[config.mk]
export PLATFORM = sky130hd
export DESIGN_NAME = bus_load_unit_flat
export DESIGN_NICKNAME = d
export VERILOG_FILES = /design/src/rtl/bus_load_unit_if.sv /design/src/rtl/bus_load_unit.sv /design/src/flat_wrapper.sv
export SDC_FILE = /design/constraint.sdc
export NUM_CORES = 1
export LEC_CHECK = 0
export CAP_MARGIN = 20
export CORE_ASPECT_RATIO = 0.5
export CORE_MARGIN = 2
export CORE_UTILIZATION = 58
export CTS_CLUSTER_DIAMETER = 40
export CTS_CLUSTER_SIZE = 25
export DETAILED_ROUTE_END_ITERATION = 6
export HOLD_SLACK_MARGIN = 0.02
export PLACE_DENSITY = 0.92
export SLEW_MARGIN = 0
export SYNTH_ARGS = -nofsm -noshare
export SYNTH_HDL_FRONTEND = slang
export SYNTH_SLANG_ARGS = --single-unit
[constraint.sdc]
create_clock -name Clk -period 5.5 [get_ports Clk]
set_input_delay 1.1 -clock Clk [delete_from_list [all_inputs] [get_ports Clk]]
set_output_delay 1.1 -clock Clk [all_outputs]
set_load 0.005 [all_outputs]
[src/rtl/bus_load_unit_if.sv]
// Bus/control bundle between the datapath and bus_load_unit.
// The master side is the ISDU/datapath driving loads; the slave side is bus_load_unit.
interface bus_load_unit_if;
    logic [15:0] bus;
    logic [15:0] mdr_in;
    logic [15:0] addr_sum;
    logic        LD_MAR;
    logic        LD_MDR;
    logic        LD_IR;
    logic        LD_PC;
    logic        LD_REG;
    logic        LD_CC;
    logic        LD_BEN;
    logic        MIO_EN;
    logic [1:0]  PCMUX;
    logic        DRMUX;
    logic        SR1MUX;
    logic [15:0] MAR;
    logic [15:0] MDR;
    logic [15:0] IR;
    logic [15:0] PC;
    logic [15:0] sr1_out;
    logic [15:0] sr2_out;
    logic [2:0]  nzp;
    logic        BEN;

    modport master (
        output bus, mdr_in, addr_sum,
        output LD_MAR, LD_MDR, LD_IR, LD_PC, LD_REG, LD_CC, LD_BEN,
        output MIO_EN, PCMUX, DRMUX, SR1MUX,
        input  MAR, MDR, IR, PC, sr1_out, sr2_out, nzp, BEN
    );

    modport slave (
        input  bus, mdr_in, addr_sum,
        input  LD_MAR, LD_MDR, LD_IR, LD_PC, LD_REG, LD_CC, LD_BEN,
        input  MIO_EN, PCMUX, DRMUX, SR1MUX,
        output MAR, MDR, IR, PC, sr1_out, sr2_out, nzp, BEN
    );
endinterface

[src/rtl/bus_load_unit.sv]
// SLC-3 architectural state capture: MAR/MDR/IR/PC, R0-R7, NZP and BEN loaded from the CPU bus.
// Every destination loads independently; reads of the register file are unbypassed.
module bus_load_unit (
    input  logic             Clk,
    input  logic             Reset,
    bus_load_unit_if.slave   bif
);
    logic [15:0] mar_q;
    logic [15:0] mdr_q;
    logic [15:0] ir_q;
    logic [15:0] pc_q;
    logic [15:0] regs_q [8];
    logic [2:0]  nzp_q;
    logic        ben_q;

    logic [15:0] pc_next;
    logic [15:0] mdr_next;
    logic [2:0]  nzp_next;
    logic [2:0]  dr_idx;
    logic [2:0]  sr1_idx;
    logic [7:0]  reg_ld;

    always_comb begin
        pc_next = pc_q;
        case (bif.PCMUX)
            2'b00:   pc_next = pc_q + 16'd1;
            2'b01:   pc_next = bif.bus;
            2'b10:   pc_next = bif.addr_sum;
            default: pc_next = pc_q;
        endcase
    end

    assign mdr_next = bif.MIO_EN ? bif.mdr_in : bif.bus;

    always_comb begin
        nzp_next = 3'b001;
        if (bif.bus[15])
            nzp_next = 3'b100;
        else if (bif.bus == 16'h0000)
            nzp_next = 3'b010;
    end

    // Destination decode uses the IR as it stands before the edge, so LD_IR+LD_REG writes via the old DR.
    assign dr_idx  = bif.DRMUX ? 3'b111 : ir_q[11:9];
    assign sr1_idx = bif.SR1MUX ? ir_q[8:6] : ir_q[11:9];

    always_comb begin
        reg_ld = 8'h00;
        if (bif.LD_REG)
            reg_ld[dr_idx] = 1'b1;
    end

    always_ff @(posedge Clk) begin
        if (Reset) begin
            mar_q <= 16'h0000;
            mdr_q <= 16'h0000;
            ir_q  <= 16'h0000;
            pc_q  <= 16'h0000;
            nzp_q <= 3'b000;
            ben_q <= 1'b0;
            for (int i = 0; i < 8; i++)
                regs_q[i] <= 16'h0000;
        end else begin
            if (bif.LD_MAR) mar_q <= bif.bus;
            if (bif.LD_MDR) mdr_q <= mdr_next;
            if (bif.LD_IR)  ir_q  <= bif.bus;
            if (bif.LD_PC)  pc_q  <= pc_next;
            if (bif.LD_CC)  nzp_q <= nzp_next;
            if (bif.LD_BEN) ben_q <= |(ir_q[11:9] & nzp_q);
            for (int i = 0; i < 8; i++)
                if (reg_ld[i]) regs_q[i] <= bif.bus;
        end
    end

    assign bif.MAR     = mar_q;
    assign bif.MDR     = mdr_q;
    assign bif.IR      = ir_q;
    assign bif.PC      = pc_q;
    assign bif.nzp     = nzp_q;
    assign bif.BEN     = ben_q;
    assign bif.sr1_out = regs_q[sr1_idx];
    assign bif.sr2_out = regs_q[ir_q[2:0]];
endmodule

[src/flat_wrapper.sv]
// flat-port wrapper written by rule: the top's interface ports become plain ports
module bus_load_unit_flat 
  (Clk, Reset, bif_bus, bif_mdr_in, bif_addr_sum, bif_LD_MAR, bif_LD_MDR, bif_LD_IR, bif_LD_PC, bif_LD_REG, bif_LD_CC, bif_LD_BEN, bif_MIO_EN, bif_PCMUX, bif_DRMUX, bif_SR1MUX, bif_MAR, bif_MDR, bif_IR, bif_PC, bif_sr1_out, bif_sr2_out, bif_nzp, bif_BEN);
  bus_load_unit_if bif_i ();
  input  logic Clk;
  input  logic Reset;
  input wire logic [$bits(bif_i.bus)-1:0] bif_bus;
  input wire logic [$bits(bif_i.mdr_in)-1:0] bif_mdr_in;
  input wire logic [$bits(bif_i.addr_sum)-1:0] bif_addr_sum;
  input wire logic [$bits(bif_i.LD_MAR)-1:0] bif_LD_MAR;
  input wire logic [$bits(bif_i.LD_MDR)-1:0] bif_LD_MDR;
  input wire logic [$bits(bif_i.LD_IR)-1:0] bif_LD_IR;
  input wire logic [$bits(bif_i.LD_PC)-1:0] bif_LD_PC;
  input wire logic [$bits(bif_i.LD_REG)-1:0] bif_LD_REG;
  input wire logic [$bits(bif_i.LD_CC)-1:0] bif_LD_CC;
  input wire logic [$bits(bif_i.LD_BEN)-1:0] bif_LD_BEN;
  input wire logic [$bits(bif_i.MIO_EN)-1:0] bif_MIO_EN;
  input wire logic [$bits(bif_i.PCMUX)-1:0] bif_PCMUX;
  input wire logic [$bits(bif_i.DRMUX)-1:0] bif_DRMUX;
  input wire logic [$bits(bif_i.SR1MUX)-1:0] bif_SR1MUX;
  output wire logic [$bits(bif_i.MAR)-1:0] bif_MAR;
  output wire logic [$bits(bif_i.MDR)-1:0] bif_MDR;
  output wire logic [$bits(bif_i.IR)-1:0] bif_IR;
  output wire logic [$bits(bif_i.PC)-1:0] bif_PC;
  output wire logic [$bits(bif_i.sr1_out)-1:0] bif_sr1_out;
  output wire logic [$bits(bif_i.sr2_out)-1:0] bif_sr2_out;
  output wire logic [$bits(bif_i.nzp)-1:0] bif_nzp;
  output wire logic [$bits(bif_i.BEN)-1:0] bif_BEN;
  assign bif_i.bus = bif_bus;
  assign bif_i.mdr_in = bif_mdr_in;
  assign bif_i.addr_sum = bif_addr_sum;
  assign bif_i.LD_MAR = bif_LD_MAR;
  assign bif_i.LD_MDR = bif_LD_MDR;
  assign bif_i.LD_IR = bif_LD_IR;
  assign bif_i.LD_PC = bif_LD_PC;
  assign bif_i.LD_REG = bif_LD_REG;
  assign bif_i.LD_CC = bif_LD_CC;
  assign bif_i.LD_BEN = bif_LD_BEN;
  assign bif_i.MIO_EN = bif_MIO_EN;
  assign bif_i.PCMUX = bif_PCMUX;
  assign bif_i.DRMUX = bif_DRMUX;
  assign bif_i.SR1MUX = bif_SR1MUX;
  assign bif_MAR = bif_i.MAR;
  assign bif_MDR = bif_i.MDR;
  assign bif_IR = bif_i.IR;
  assign bif_PC = bif_i.PC;
  assign bif_sr1_out = bif_i.sr1_out;
  assign bif_sr2_out = bif_i.sr2_out;
  assign bif_nzp = bif_i.nzp;
  assign bif_BEN = bif_i.BEN;
  bus_load_unit u_core (.Clk(Clk), .Reset(Reset), .bif(bif_i));
endmodule
Word-level counts from Yosys, hierarchy flattened
Memory sizes are Yosys's and may differ from the RTL's. A register that Yosys moved wholly into a read port is not among the register bits.
Cells that the tools add are included.
{ "word_totals": {"word_cells": 72, "mem_bits_ro": 0, "memories": 1, "ff_bits": 68, "latch_bits": 0, "ramBits": 128} }
{ "memory_table": {"columns": ["memory", "words", "width", "read_ports", "rd_ports_with_merged_regs", "wr", "line", "text"], "rows": [
  ["u_core.regs_q", 8, 16, 2, 1, 8, "bus_load_unit.sv:12", "logic [15:0] regs_q [8];"]
]} }
{ "classes": {"eq_ne": 2, "shifts": 0, "n_mux": 45, "mul": 0, "n_div": 0, "bitwise": 9, "reduce_logical": 6, "add_sub_neg": 1, "order_cmp": 2} }
{ "op_table": {"columns": ["operator", "count"], "rows": [
  ["two-way mux 16 bit", 9],
  ["one-hot mux 16 bit (3 select lines)", 1],
  ["two-way mux 1 bit", 27],
  ["adder 16 x 1 -> 16 bit, second input constant", 1],
  ["zero test 16 bit", 1],
  ["two-way mux 3 bit", 5],
  ["two-way mux 8 bit", 1],
  ["bitwise OR 1 bit", 8],
  ["< comparator 3 x 4 -> 1 bit, second input constant", 1],
  ["AND 3 bit", 1],
  ["demux 1 bit (select 3 bit)", 1],
  ["greater-or-equal comparator 3 x 1 -> 1 bit, second input constant", 1],
  ["nonzero test 3 bit", 1],
  ["OR reduction 3 bit", 1],
  ["equality test 2 x 1 -> 1 bit, second input constant", 1],
  ["equality test 2 bit, second input constant", 1],
  ["zero test 2 bit", 1],
  ["two-way mux 2 bit", 1],
  ["AND reduction 2 bit", 1],
  ["logical AND 1 bit", 1]
]} }

Longest topological paths before layout
Gate-level depths: netlist of the first run.
{ "depth": {"depth_word": 10, "ltp_mapped": 9, "mapped_depth_nobuf": 6} }

Worst setup path before layout of the first run
No wires, ideal clock.
{ "synth_timing": {"kind": "in2out", "start": "in bif_SR1MUX", "end": "out bif_sr1_out[11]", "t_arrival_ps": 2210, "path_buffers": 3, "setup_slack_ps": 2190, "path_stages": 7, "path_cell_list": "buf_6 mux2_4 buf_6 buf_6 nand2_1 a21oi_1 a311o_1"} }
{ "synth_via": {"elab_chain_cells": 2} }
{ "synth_lines": {"columns": ["element", "line", "text"], "rows": [
  ["from (decl)", "flat_wrapper.sv:20", "input wire logic [$bits(bif_i.SR1MUX)-1:0] bif_SR1MUX;"],
  ["two-way mux 3 bit", "bus_load_unit.sv:45", "assign sr1_idx = bif.SR1MUX ? ir_q[8:6] : ir_q[11:9];"],
  ["memory read (8 x 16 bit)", null, null],
  ["to (decl)", "flat_wrapper.sv:25", "output wire logic [$bits(bif_i.sr1_out)-1:0] bif_sr1_out;"]
]} }
No other way between the ends.

Final worst setup path of the first run
{ "layout_timing": {"start": "in bif_SR1MUX", "end": "out bif_sr1_out[14]"} }
The elaborated chain is that of the path after synthesis.

==> impl_metrics.py, run 1 <==
metrics = {
    "synth": {
        "syn_inst": 988,
        "yosysWarnings": 0,
        "synthMuxAreaShare": 0.145,
        "synth-main-ff-cell": "edfxtp_1",
        "synthTopCellsByArea": "edfxtp_1, dfxtp_1, nor2_1",
        "synth_edf_count": 128,
        "ys_seq_area_frac": 0.517,
        "synth_top_area_cell": "edfxtp_1",
        "synth_top_family_by_area": "simple AND/OR/NAND/NOR gates",
        "syn_area_sq_mm": 0.0102,
        "synth-xor-area-share": 0,
        "synth_adder_area_share": 0.00491,
        "synth_top_area_frac": 0.377,
        "syn_area_per_cell_sq_um": 10.3,
        "synth_seq_cells": 199,
        "synth_cell_types": 59,
        "synth-compound-area-share": 0.135,
        "async_reset_ff_frac": 0,
        "synthSimpleGateAreaFrac": 0.155,
        "syn_nets": 1054,
    },
    "clock_tree": {
        "clkTransAtPathRegs_ns": 0.08,
        "clk_latency_ns": 0.44,
        "htree_levels": 4,
        "cts_buffers": 17,
        "postCtsResizedCells": 0,
        "cts_hold_buf": 0,
        "clockRootBuffer": "clkbuf_16",
        "postCtsSetupBuffers": 0,
        "cts_tree": "yes",
        "clk_path_buf_depth": 2,
        "clkSinkCount": 199,
    },
    "routing": {
        "drt_iter0_markers": 1511,
        "viasPerCell": 6.71,
        "wire_per_inst_um": 24.6,
        "drc_errors": 0,
        "vias": 9078,
        "first_pass_iters": 7,
        "ant_nets": 0,
        "wl_um": 33200,
    },
    "critical_path": {
        "end_kind": "output pin",
        "slowest_stage": "clkdlybuf4s50_1",
        "cp_max_fo": 48,
        "crit_required_ns": 4.40,
        "path_cells": "clkdlybuf4s50_1 -> mux2i_4 -> buf_4 -> nor2_1 -> o211ai_1 -> a311o_1 -> clkdlybuf4s50_1",
        "max_stage_delay_ns": 0.76,
        "cp_num_buf_inv": 3,
        "path_common_cell": "clkdlybuf4s50_1",
        "start_kind": "input port",
        "cp_top_family": "buffers and inverters",
        "arrival_ns": 3.80,
        "path_class": "input port to output pin",
        "regToRegSetupSlack_ns": 2.18,
    },
    "sta": {
        "setup_violations": 0,
        "slew_headroom": 0.269,
        "setup_tns_ns": 0,
        "drv_slew": 0,
        "worstMarginPinSlew_ns": 1.10,
        "hold_viol_final": 0,
        "fin_ws_ns": 0.596,
        "period_needed_ns": 4.90,
        "post-route-period-util": 0.892,
        "clock.fmax_mhz": 204,
        "rsz0062_at_grt": "false",
        "skew_ns": 0.0112,
    },
    "global_route": {
        "grt_pass1_vias": 8951,
        "antenna_found_initial": 0,
        "overflow": 0,
        "grt.total_usage": 0.356,
        "grt_pass1_wl_um": 49900,
        "grt_max_degree": 69,
    },
    "placed_design": {
        "io_buffers": 161,
        "dp_slack_ns": 0.686,
        "dpl.hpwl_um": 20500,
        "routabilityCongestion": 0.912,
    },
    "power_and_ir_drop": {
        "power_density_mw_per_mm2": 296,
        "p_leak_nw": 4.60,
        "vdd_ir_drop_max_mv": 0.241,
    },
    "floorplanning": {
        "io_pins": 162,
        "start_util": 0.590,
        "die-area_sq_mm": 0.0187,
        "rows": 34,
        "core_area_sq_mm": 0.0173,
        "fp.dieH_um": 97.7,
        "fp.dieW_um": 191,
    },
    "outcome": {
        "outcome": "finished, final reports clean",
    },
    "finish": {
        "fin_nets": 1172,
        "syn_to_final_growth_pct": 22.6,
        "drive_gt1_frac": 0.0974,
        "antennaDiodeCount": 0,
    },
    "hold_path": {
        "hp-class": "flop to flop",
    },
    "job": {
        "cap_violations": 0,
    },
}
==> stage by stage <==
stage	util	std cells	hold slack [ns]	instance area, sq um	power, mW
2_1_floorplan	-	988	0.478	10200	2.07
5_1_grt	0.723	1353	0.513	12500	3.78
3_5_place_dp	0.685	1320	0.479	11800	2.37
3_3_place_gp	0.684	1319	0.472	11800	2.36
4_1_cts	0.722	1352	0.490	12500	3.66
6_report	0.723	1353	0.490	12500	3.69
==> worst reg2reg max path, cell delays in order, from the launching register on <==
cell and delay (ns):
dfxtp_1 0.37, buf_4 0.39, inv_2 0.32, nor2_1 0.30, nand2_1 0.59, nand2_1 0.97
==> sequential cells by signal (all words and copies together) (netlist names), named ones only <==
register	cells
u_core.bif.nzp	3
u_core.bif.MAR	16
u_core.bif.MDR	16
u_core.regs_q	128
u_core.bif.PC	16
u_core.bif.IR	16
u_core.bif.BEN	1
==> kinds of logic after synthesis <==
group / Yosys count
buffers and inverters: 98
DFF: 199
and+or+nand+nor: 387
AOI/OAI and AO/OA: 196
adders and majority gates: 4
muxes: 104
==> where the power goes <==
| group | leakage (nW) | internal (mW) | switching, mW |
|---|---|---|---|
| clock network | 0.308 | 0.711 | 0.614 |
| logic | 2.38 | 0.295 | 0.319 |
| registers | 1.90 | 1.68 | 0.0804 |
==> synthesized netlist by cell type, types with 8 or more instances <==
cell / count
a22oi_1: 15
a311o_1: 16
nor4_1: 8
edfxtp_1: 128
inv_1: 22
o21ai_0: 39
a21oi_1: 38
buf_2: 27
mux2i_1: 53
nor2_1: 225
dfxtp_1: 71
o211ai_1: 16
nand2_1: 116
clkbuf_1: 35
mux2_2: 17
o22a_1: 16
mux4_2: 32
a211oi_1: 19
==> worst paths after layout <==
kind | to | cells after the start | start
setup / recovery | bif_sr1_out[14] | 7 | bif_SR1MUX
hold reg to reg | u_core.bif.MDR[5] | 2 | u_core.bif.MDR[5]
hold / removal | u_core.bif.MDR[5] | 2 | u_core.bif.MDR[5]
setup reg to reg | u_core.regs_q[5][6] | 5 | u_core.bif.IR[9]
==> layout by cell type (no fill, tap or decap), drive strengths merged, types with 8 or more instances in the layout <==
cell / count
mux2i: 53
nor2: 225
nand3: 8
dfxtp: 71
mux4: 32
inv: 30
clkdlybuf4s50: 160
o22a: 16
o21ai: 39
a22oi: 15
o211ai: 16
nor4: 8
a21oi: 39
clkbuf: 21
a311o: 16
mux2: 19
a211oi: 19
edfxtp: 128
buf: 13
nand2: 118
==> layer usage <==
layer / track usage / up-vias / wire, um
met4: 0.159 / 0 / 1410
met2: 0.545 / 824 / 14600
met5: 0 / - / 0
li1: - / 3836 / -
met1: 0.467 / 4277 / 12300
met3: 0.110 / 141 / 4920
==> area by class of cell <==
type,instances,area (sq um)
Clock inverter,11,114
Tap cell,234,293
Clock buffer,21,526
Multi-Input combinational cell,691,4490
Sequential cell,199,5270
Fill cell,1144,4780
Timing Repair Buffer,173,1710
Inverter,24,90.1
Power figures use the tool's default switching activity.
==> inputs of run 2 (changes only) <==
--- a/config.mk
+++ b/config.mk
@@ -13,6 +13,7 @@
 export CTS_CLUSTER_SIZE = 25
 export DETAILED_ROUTE_END_ITERATION = 6
 export HOLD_SLACK_MARGIN = 0.02
+export MAX_ROUTING_LAYER = met4
 export PLACE_DENSITY = 0.92
 export SLEW_MARGIN = 0
 export SYNTH_ARGS = -nofsm -noshare
==> run 2 against run 1 <==
Net effect:
- the flow now finishes with violations (DRC)
- critical path type unchanged
- wire length grew 1.2%
- clock skew shrank 0.00098 ns
- die area is the same
- sequential cell count is the same
- non-clock buffer count grew 1
- critical path depth is the same
- combinational power is essentially flat
- via count grew 0.59%
- hold slack lost 0.0041 ns
- count of clock-buffer cells in the layout shrank 1
- register-to-register slack is essentially flat
- worst setup slack gained 0.18 ns
==> impl_metrics.py, run 2 (synthesized netlist as in run 1, its figures left out) <==
metrics = {
    "global_route": {
        "antenna_found_initial": 0,
        "grt_max_degree": 69,
        "grt_pass1_wl_um": 50900,
        "grt-busiest-layer": "met2",
        "grt_use_met1": 0.467,
        "met3_usage": 0.127,
        "met2_usage": 0.556,
        "grt.total_usage": 0.376,
        "grt_pass1_vias": 9082,
        "overflow": 0,
    },
    "critical_path": {
        "end_kind": "output pin",
        "regToRegSetupSlack_ns": 2.18,
        "crit_start": "bif_SR1MUX",
        "crit_end": "bif_sr1_out[4]",
        "reg2reg_depth": 5,
        "arrival_ns": 3.63,
        "path_class": "input port to output pin",
        "start_kind": "input port",
        "r2r-start": "u_core.bif.IR[9]",
        "r2r-end": "u_core.regs_q[5][2]",
        "cp_max_fo": 10,
        "crit_required_ns": 4.40,
    },
    "job": {
        "cap_violations": 0,
    },
    "finish": {
        "final.fill_count": 1145,
        "fin_nets": 1173,
        "multiInputGateArea_sq_mm": 0.00449,
        "syn_to_final_growth_pct": 22.6,
        "largest_reg_flops": 128,
        "fin_util": 0.723,
        "seq_area_sq_mm": 0.00527,
        "antennaDiodeCount": 0,
        "top_register": "u_core.regs_q",
        "final_area_sq_mm": 0.0125,
        "drive_gt1_frac": 0.0982,
        "layout_common_cells": "nor2_1, clkdlybuf4s50_1, edfxtp_1",
        "mostFrequentLayoutCell": "nor2_1",
    },
    "floorplanning": {
        "start_util": 0.590,
        "io_pins": 162,
        "rows": 34,
        "core_area_sq_mm": 0.0173,
        "fp.dieH_um": 97.7,
        "die-area_sq_mm": 0.0187,
        "fp.dieW_um": 191,
    },
    "placed_design": {
        "dpl.hpwl_um": 20600,
        "io_buffers": 161,
        "placed_area_sq_mm": 0.0119,
        "routabilityCongestion": 0.937,
    },
    "sta": {
        "clock.fmax_mhz": 211,
        "skew_ns": 0.0103,
        "slew_headroom": 0.228,
        "worstMarginPinSlew_ns": 1.16,
        "period_needed_ns": 4.73,
        "post-route-period-util": 0.860,
        "setup_tns_ns": 0,
        "hold_viol_final": 0,
        "rsz0062_at_grt": "false",
        "drv_slew": 0,
        "holdWs_ns": 0.486,
        "setup_violations": 0,
    },
    "routing": {
        "drt_iter0_markers": 1246,
        "drc_errors": 3,
        "viasPerCell": 6.74,
        "wire_per_inst_um": 24.8,
        "ant_nets": 0,
        "wl_um": 33600,
        "first_pass_iters": 7,
        "vias": 9132,
    },
    "clock_tree": {
        "cts_hold_buf": 0,
        "clk_latency_ns": 0.45,
        "cts_buffers": 17,
        "cts_tree": "yes",
        "clkSinkCount": 199,
        "postCtsSetupBuffers": 0,
        "htree_levels": 4,
        "clockRootBuffer": "clkbuf_16",
        "clkTransAtPathRegs_ns": 0.08,
        "postCtsResizedCells": 0,
        "clk_path_buf_depth": 2,
    },
    "power_and_ir_drop": {
        "p_leak_nw": 4.60,
        "vdd_ir_drop_max_mv": 0.218,
        "power_density_mw_per_mm2": 297,
    },
    "hold_path": {
        "hp-class": "flop to flop",
    },
    "outcome": {
        "violations": "DRC",
        "outcome": "finished, violations left",
    },
}
## run 2: cell count changes in the layout (fill, tap and decap cells not counted), sizes merged
cell / change
buf: +1
clkinv: +1
clkinvlp: -2
inv: +2
clkbuf: -1
## run 2: critical path, cell delays in order
cell	delay [ns]
clkdlybuf4s50_1	0.48
nand2b_1	0.56
buf_4	0.33
o22a_1	0.22
o211ai_1	0.13
a311o_1	0.36
clkdlybuf4s50_1	0.45
## run 2: area by class of cell
type | instances | share of cell area
flip-flops and latches | 199 | 0.422
multi-input cells | 691 | 0.359
repair buffers | 174 | 0.137
clock buffers | 20 | 0.0401
well taps | 234 | 0.0234
clock inverters | 12 | 0.0110
inverters | 24 | 0.00721
## run 2: worst min-delay path by stage
| stage | startpoint | to | cells past startpoint |
|---|---|---|---|
| finish | u_core.bif.MDR[7] | u_core.bif.MDR[7] | 2 |
| global placement | u_core.bif.MDR[13] | u_core.bif.MDR[13] | 2 |
| global route | u_core.bif.MDR[5] | u_core.bif.MDR[5] | 2 |
| detailed placement | u_core.bif.MDR[7] | u_core.bif.MDR[7] | 2 |
| floorplan | u_core.bif.MDR[0] | u_core.bif.MDR[0] | 2 |
| CTS | u_core.bif.MDR[7] | u_core.bif.MDR[7] | 2 |
## run 2: where the power goes
| part | switching (mW) | internal (mW) | total (mW) |
|---|---|---|---|
| logic | 0.321 | 0.294 | 0.615 |
| registers | 0.0808 | 1.68 | 1.76 |
| clock network | 0.648 | 0.694 | 1.34 |
| total | 1.05 | 2.66 | 3.71 |
## run 2: through the flow
step	instances	power, mW	setup slack [ns]
after floorplan	988	2.07	2.19
after CTS	1354	3.68	0.842
final	1354	3.71	0.771
after global routing	1354	3.80	0.715
after detailed placement	1322	2.38	0.880
after global placement	1321	2.36	0.917
## run 2: layer usage
layer	up-vias	part of all wire	wire (um)
met4	0	0.043	1430
met3	150	0.16	5460
met2	881	0.45	15000
met5	-	0	0
met1	4264	0.35	11800
li1	3837	-	-
